<file path="src/rtl/fpu_sequencer.sv">
// Multi-cycle FPU sequencer: stalls the single-cycle core, pulses the FPU start, waits a per-op latency, then writes back once.
// Optional FPU_SEQ_PERF_EN adds a saturating stall_cycles counter.
module fpu_sequencer #(
    parameter int ADD_LAT = 2,
    parameter int MUL_LAT = 4,
    parameter int DIV_LAT = 8
) (
    input  logic        clk,
    input  logic        rst,
    input  logic        fp_valid,
    input  logic [2:0]  fp_op,
    input  logic [4:0]  fp_fd,
    output logic        stall,
    output logic        busy,
    output logic        fpu_start,
    output logic [1:0]  fpu_op,
    output logic        wb_en,
    output logic [4:0]  wb_fd,
`ifdef FPU_SEQ_PERF_EN
    output logic [31:0] stall_cycles,
`endif
    output logic        fp_illegal
);

    typedef enum logic [1:0] {IDLE, EXEC, WB} state_t;

    // The counter is preloaded with LAT-1 so that EXEC spans exactly LAT cycles
    localparam logic [7:0] ADD_M1 = 8'(ADD_LAT - 1);
    localparam logic [7:0] MUL_M1 = 8'(MUL_LAT - 1);
    localparam logic [7:0] DIV_M1 = 8'(DIV_LAT - 1);

    state_t      state, state_nx;
    logic [7:0]  cnt, cnt_nx;
    logic [7:0]  lat_m1;
    logic        start_nx, wb_en_nx;
    logic [1:0]  op_nx;
    logic [4:0]  fd_nx;

    always_comb begin
        case (fp_op[1:0])
            2'b10:   lat_m1 = MUL_M1;
            2'b11:   lat_m1 = DIV_M1;
            default: lat_m1 = ADD_M1;
        endcase
    end

    assign busy = (state != IDLE);

    always_comb begin
        state_nx   = state;
        cnt_nx     = cnt;
        start_nx   = 1'b0;
        wb_en_nx   = 1'b0;
        op_nx      = fpu_op;
        fd_nx      = wb_fd;
        stall      = 1'b0;
        fp_illegal = 1'b0;
        case (state)
            IDLE: begin
                if (fp_valid) begin
                    if (fp_op[2]) begin
                        fp_illegal = 1'b1;
                    end else begin
                        stall    = 1'b1;
                        state_nx = EXEC;
                        cnt_nx   = lat_m1;
                        start_nx = 1'b1;
                        op_nx    = fp_op[1:0];
                        fd_nx    = fp_fd;
                    end
                end
            end
            EXEC: begin
                stall = 1'b1;
                if (cnt == 8'd0) begin
                    state_nx = WB;
                    wb_en_nx = 1'b1;
                end else begin
                    cnt_nx = cnt - 8'd1;
                end
            end
            // fp_valid here still belongs to the instruction being retired
            WB:      state_nx = IDLE;
            default: state_nx = IDLE;
        endcase
    end

    always_ff @(posedge clk) begin
        if (rst) begin
            state     <= IDLE;
            cnt       <= 8'd0;
            fpu_op    <= 2'b00;
            wb_fd     <= 5'd0;
            fpu_start <= 1'b0;
            wb_en     <= 1'b0;
        end else begin
            state     <= state_nx;
            cnt       <= cnt_nx;
            fpu_op    <= op_nx;
            wb_fd     <= fd_nx;
            fpu_start <= start_nx;
            wb_en     <= wb_en_nx;
        end
    end

`ifdef FPU_SEQ_PERF_EN
    always_ff @(posedge clk) begin
        if (rst)
            stall_cycles <= 32'd0;
        else if (stall && stall_cycles != 32'hFFFF_FFFF)
            stall_cycles <= stall_cycles + 32'd1;
    end
`endif

endmodule

</file>
<file path="config.mk">
export PLATFORM = sky130hd
export DESIGN_NAME = fpu_sequencer
export DESIGN_NICKNAME = d
export VERILOG_FILES = /design/src/rtl/fpu_sequencer.sv
export SDC_FILE = /design/constraint.sdc
export NUM_CORES = 1
export LEC_CHECK = 0
export CAP_MARGIN = 0
export CELL_PAD_IN_SITES_DETAIL_PLACEMENT = 2
export CELL_PAD_IN_SITES_GLOBAL_PLACEMENT = 2
export CORE_ASPECT_RATIO = 0.7
export CORE_MARGIN = 4
export CORE_UTILIZATION = 24
export DETAILED_ROUTE_END_ITERATION = 7
export GPL_TIMING_DRIVEN = 0
export PLACE_DENSITY = 0.74
export SLEW_MARGIN = 20
export SYNTH_ARGS = -nofsm -noshare
export SYNTH_HDL_FRONTEND = slang
export SYNTH_SLANG_ARGS = --single-unit
export TNS_END_PERCENT = 1
</file>
<file path="constraint.sdc">
create_clock -name clk -period 1.34 [get_ports clk]
set_input_delay 0.268 -clock clk [delete_from_list [all_inputs] [get_ports clk]]
set_output_delay 0.268 -clock clk [all_outputs]
set_load 0.01 [all_outputs]
</file>
==> results.sh <==
export IMPL_critPathRequiredTime_ns=1.51
export IMPL_clockRootBuffer="clkbuf_8"
export IMPL_die_w_um=79.95
export IMPL_routed_wl_mm=3.352
export IMPL_syn_cell_area_um2=869.6
export IMPL_slew_headroom_pct=63.57
export IMPL_drtIter0Drc=38
export IMPL_syn_num_nets=113
export IMPL_clk_pin_slew_ns=0.08
export IMPL_clk_latency_ns=0.27
export IMPL_worst_ir_drop_vdd_v=0.0006966
export IMPL_crit_arrival_ns=1.70
export IMPL_portBuffers=22
export IMPL_drv_slew=0
export IMPL_die_h_um=58.36
export IMPL_vias=931
export IMPL_synth_seq_cells=19
export IMPL_power_density_nw_per_um2=1233
export IMPL_syn_to_final_growth_pct=65.61
export IMPL_row_count=17
export IMPL_ys_types=35
export IMPL_detail_route_first_pass_iterations=3
export IMPL_route_detailed_drc=0
export IMPL_cts_tree="yes"
export IMPL_finalHoldViolations=0
export IMPL_violations="setup timing"
export IMPL_antenna_found_initial=0
export IMPL_hpwl_mm=2.088
export IMPL_worstPathMaxFanout=4
export IMPL_dieArea_um2=4666
export IMPL_initial_core_util_pct=26.21
export IMPL_syn_mean_instance_area_um2=8.696
export IMPL_drive_above_1_share_pct=35.71
export IMPL_core_um2=3318
export IMPL_cp_start_kind="flip-flop"
export IMPL_cts_htree_levels=1
export IMPL_slowest_delay_ns=0.36
export IMPL_final_common_cell="nand2_1"
export IMPL_outcome="complete, but fails checks"
export IMPL_end_kind="flip-flop"
export IMPL_io_pins=23
export IMPL_numCtsBuffers=3
export IMPL_skew_ns=0.007135
export IMPL_grt_max_degree=12
export IMPL_cpLargestDelayFamily="simple AND/OR/NAND/NOR gates"
export IMPL_synth_top_cell_area_share_pct=43.74
export IMPL_layout_common_cells="16 x nand2_1, 12 x a21oi_1, 12 x dlygate4sd2_1, 12 x buf_4, 11 x dfxtp_1"
export IMPL_grt_pass1_vias=987
export IMPL_cap_violations=0
export IMPL_hold_path_class="flip-flop to flip-flop"
export IMPL_cp_slowest_cell="dfxtp_2"
export IMPL_grtUsageTotal_pct=14.57
export IMPL_worstMarginPinSlew_ns=0.5442
export IMPL_synth_cells=100
export IMPL_wl_per_cell_um=17.93
export IMPL_tns_ns=-1.198
export IMPL_pre_cts_ws_ns=-0.9654
export IMPL_cts_sinks=19
export IMPL_crit_type="flip-flop to flip-flop"
export IMPL_final_nets=154
export IMPL_yosys_top_cells_area="dfxtp_1 44%, a21oi_1 8.1%, nand2_1 6.9%"
export IMPL_crit_path_cell_trace="or2_4 -> or3_4 -> o31a_1 -> o21ba_1"
export IMPL_globalplace_congestion=0.7455
export IMPL_vias_per_cell=4.979
export IMPL_n_antenna_cell=0
export IMPL_rsz0062_at_grt="true"
export IMPL_regToRegSetupSlack_ns=-0.19
export IMPL_clk_path_buf_depth=2
export IMPL_critPathBufInv=0
export IMPL_fin_ws_ns=-0.1889
export IMPL_grt_pass1_wl_mm=5.092
export IMPL_fin_crit_sh_pct=114.1
export IMPL_grt_overflow=0
export IMPL_p_leak_nw=0.5950
export IMPL_yosysTopAreaCell="dfxtp_1"
export IMPL_antenna_left=0
export IMPL_setup_violations=11
export IMPL_synth_seq_area_share_pct=43.74
export IMPL_fmax_mhz=654.1
export IMPL_period_needed_ns=1.529
export IMPL_synth_warning_count=0
==> worst reg2reg max path: cells and delay by family (launching register included) <==
kind | cells | cell delay [ns]
AOI/OAI and AO/OA | 2 | 0.49
DFF | 1 | 0.36
and+or+nand+nor | 2 | 0.60
==> sequential cells by signal (all words and copies together) (netlist names) <==
name,cells
cnt,8
fpu_op,2
fpu_start,1
state,2
wb_en,1
wb_fd,5
==> metrics by stage <==
| step | util (%) | hold slack [ns] | instances | power (mW) | cell area [µm²] |
|---|---|---|---|---|---|
| after CTS | 40.12 | 0.4589 | 182 | 1.666 | 1331 |
| after detailed placement | 34.80 | 0.4523 | 169 | 1.136 | 1155 |
| final | 43.40 | 0.4577 | 187 | 1.776 | 1440 |
| after global routing | 43.40 | 0.4829 | 187 | 1.895 | 1440 |
| after floorplan | - | 0.3327 | 100 | 0.9593 | 875.8 |
| after global placement | 34.80 | 0.4434 | 169 | 1.112 | 1155 |
==> worst paths after layout <==
path,startpoint,end,cells after the start
worst max register to register,cnt[4],cnt[7],4
worst min register to register,wb_fd[0],wb_fd[0],2
worst max-delay path,cnt[4],cnt[7],4
worst min-delay path,wb_fd[0],wb_fd[0],2
==> where the power goes <==
group	internal [mW]	switching (mW)
sequential	0.625	0.0675
combinational	0.345	0.321
clock	0.208	0.210
==> synthesized netlist by cell type <==
master,count
a21oi_1,14
a311oi_1,1
and3_1,2
and4_4,1
buf_6,1
clkbuf_1,1
dfxtp_1,19
ha_1,2
inv_1,4
nand2_1,16
nand2b_1,1
nand3_1,1
nand3b_1,1
nand4_1,1
nand4b_1,1
nor2_1,5
nor2b_1,3
nor3_1,3
nor4_1,2
nor4_4,1
nor4b_2,1
o2111ai_1,1
o211ai_1,1
o21ai_0,2
o21ai_1,1
o21ba_1,1
o21bai_1,1
o31a_1,1
o31ai_1,3
o41ai_1,1
or2_1,1
or2_2,1
or2b_1,1
or3_1,2
or4_1,2
==> cells by family after synthesis <==
family / after synthesis / share of synthesized area, %
compound gates: 27 / 19.28
fa+ha+maj: 2 / 2.877
buf+inv: 6 / 3.452
flops: 19 / 43.74
simple gates: 46 / 30.65
==> layout make-up <==
| type | count | area, µm² |
|---|---|---|
| fillers | 380 | 1878 |
| multi-input cells | 75 | 564.3 |
| plain buffers | 2 | 18.77 |
| inverters | 4 | 15.01 |
| repair buffers | 36 | 334.1 |
| clock buffers | 3 | 41.29 |
| flip-flops and latches | 19 | 402.9 |
| well taps | 47 | 58.81 |
| clock inverters | 1 | 5.005 |
==> timing repair <==
item	CTS	global route
setup endpoints to repair	27	18
pin swaps	7	10
buffers inserted	9	4
hold buffers	0	0
gates cloned	0	1
resized for setup	40	15
==> layer usage <==
metal  share of wire [%]  GRT usage (%)
met5                   0              0
met4                 1.1          4.578
met3                 3.3          3.823
met2                  51          25.12
met1                  45          17.88
Power figures use the tool's default switching activity.
==> RTL edit, RTL diff (same settings) <==
Re-encode `state_t` (3 states) as one-hot, 3 bits wide.
--- a/src/rtl/fpu_sequencer.sv
+++ b/src/rtl/fpu_sequencer.sv
@@ -24,3 +24,3 @@
 
-    typedef enum logic [1:0] {IDLE, EXEC, WB} state_t;
+    typedef enum logic [2:0] {IDLE = 3'b001, EXEC = 3'b010, WB = 3'b100} state_t;
 
Check against the original RTL: same outputs for any inputs over 10 cycles, from zero or initial values and one cycle with rst high; not proved beyond that.
==> RTL edit against the original RTL <==
The flow still finishes with violations (negative setup slack). Non-clock buffer count is 5 lower. Worst setup slack worse by 44 ps. Area after synthesis is 4.6% higher. Routed wire length fell by 6.1%. Sequential cell count grew 1. Count of clock-buffer cells in the layout did not move. Register-to-register slack worse by 30 ps. Cell area fell by 2.5%. Global-route usage decreased by 0.86 points. Critical path type is now input pin to output port. Highest routed layer unchanged.
Power is not compared: it rests on default switching activity, and its combinational part moved more than twofold at a synthesized area within 25%.
==> RTL edit: results (changes against the original RTL) <==
[placement]
gp_congestion = 0.6980  ; was 0.7455
dp_hpwl_um = 2237  ; was 2088 um
placed_cells = 177  ; was 169

[layout]
largestRegisters = cnt: 8 flops, wb_fd: 5 flops, state: 3 flops  ; was cnt: 8 flops, wb_fd: 5 flops
diodes = 0  ; unchanged
nets = 152  ; was 154
drive_above_1_share = 0.3285  ; was 0.3571
fin_cells = 187  ; unchanged
nFillCells = 395  ; was 380

[global_route]
grtUsageMet1 = 0.1642  ; was 0.1788
grt_pass1_wl_um = 5016  ; was 5092 um
track_usage = 0.1371  ; was 0.1457
grt_max_degree = 11  ; was 12
grtUsageMet2 = 0.2459  ; was 0.2512
grt_pass1_vias = 1017  ; was 987
grt_overflow = 0  ; unchanged
grtUsageMet3 = 0.03343  ; was 0.03823

[yosys]
ys.flop_type = dfxtp_1  ; unchanged
ys_types = 32  ; was 35
synthTopCellsByCount = dfxtp_1, nand2_1, a21oi_1, nor2_1, inv_1  ; unchanged
syn_area_per_cell_um2 = 8.663  ; was 8.696 um^2
synthesis.nets = 118  ; was 113
yosysSeqAreaShare = 0.4402  ; was 0.4374
synth_area_leaders = dfxtp_1, nand2_1, a21oi_1  ; was dfxtp_1, a21oi_1, nand2_1

[critical_path]
cp.arrival_ps = 1310  ; was 1700 ps
r2r_cells = 6  ; was 4
timing.rr.end = cnt[7]  ; unchanged
r2r-start = state[2]  ; was cnt[4]
path_max_fanout = 5  ; was 4
timing.reg2reg.setup_slack_ps = -220  ; was -190 ps

[timing]
fin_tns_setup_ps = -2067  ; was -1198 ps
hold_slack_ps = 455.9  ; was 457.7 ps
finalWorstSetupSlack_ps = -233.4  ; was -188.9 ps
skew_ps = 4.646  ; was 7.135 ps
tightest_slew_ps = 371.4  ; was 544.2 ps
setup_viol = 19  ; was 11

[run_status]
status = complete, but fails checks  ; unchanged
violations = negative setup slack  ; unchanged

[routing]
route.detailed.wl_per_inst_um = 16.82  ; was 17.93 um
first_iter_violations = 13  ; was 38
vias_per_cell = 4.791  ; was 4.979

[min_path]
hold_end = wb_fd[1]  ; was wb_fd[0]
min_from = wb_fd[1]  ; was wb_fd[0]

[power_and_ir_drop]
vdd_ir_drop_max_uv = 345.9

RTL edit: cell type report:
cell class	count	area, um^2	share of cell area
buffer	4	46.29	0.03298
sequential	20	409.1	0.2914
clock buffer	3	41.29	0.02941
timing repair buffer	29	276.5	0.1970
multi-input combinational	75	545.5	0.3886
tap	50	62.56	0.04456
inverter	6	22.52	0.01604
RTL edit: how the worst max path moves through the flow:
stage / from / endpoint / slack, ps / depth (start not counted)
final: fp_op[2] / stall / -230 / 6
after detailed placement: fp_valid / stall / -830 / 6
after global placement: fp_valid / stall / -820 / 6
after global routing: state[0] / cnt[7] / -300 / 7
after CTS: state[1] / cnt[3] / -260 / 5
after floorplan: state[2] / cnt[7] / -50 / 5
RTL edit: routing by layer:
layer	vias up	share of wire
met2	11	0.54
met3	4	0.025
met4	0	0.011
li1	432	-
met1	449	0.42
met5	-	0
RTL edit: critical path, cell delays in order:
cell,delay (ps)
clkdlybuf4s50_1,500
inv_2,100
a21oi_4,180
buf_6,130
inv_2,30
buf_6,100
RTL edit: power breakdown:
group          internal, mW  switching, mW
logic                 0.163          0.156
clock network         0.200          0.201
registers             0.627         0.0294
total                 0.991          0.387
RTL edit: what timing repair did:
action | CTS | global route
setup buffers | 5 | 2
pin swaps | 5 | 8
gates cloned | 0 | 0
hold endpoints to repair | 0 | 0
gates resized for setup | 31 | 24
endpoints found under the setup margin | 31 | 23
RTL edit: cells by family after synthesis:
logic type / share of synthesized area
mux: 0.02201
fa+ha+maj: 0.02751
simple gates: 0.2861
buf+inv: 0.05365
compound gates: 0.1706
flops: 0.4402
RTL edit: through the flow:
stage | setup slack (ps) | utilization | instance area, um^2
finish | -233.4 | 0.3920 | 1404
global route | -297.7 | 0.3920 | 1404
CTS | -260.2 | 0.3693 | 1323
detailed placement | -826.7 | 0.3421 | 1225
global placement | -816.7 | 0.3421 | 1225
floorplan | -54.25 | - | 942.2
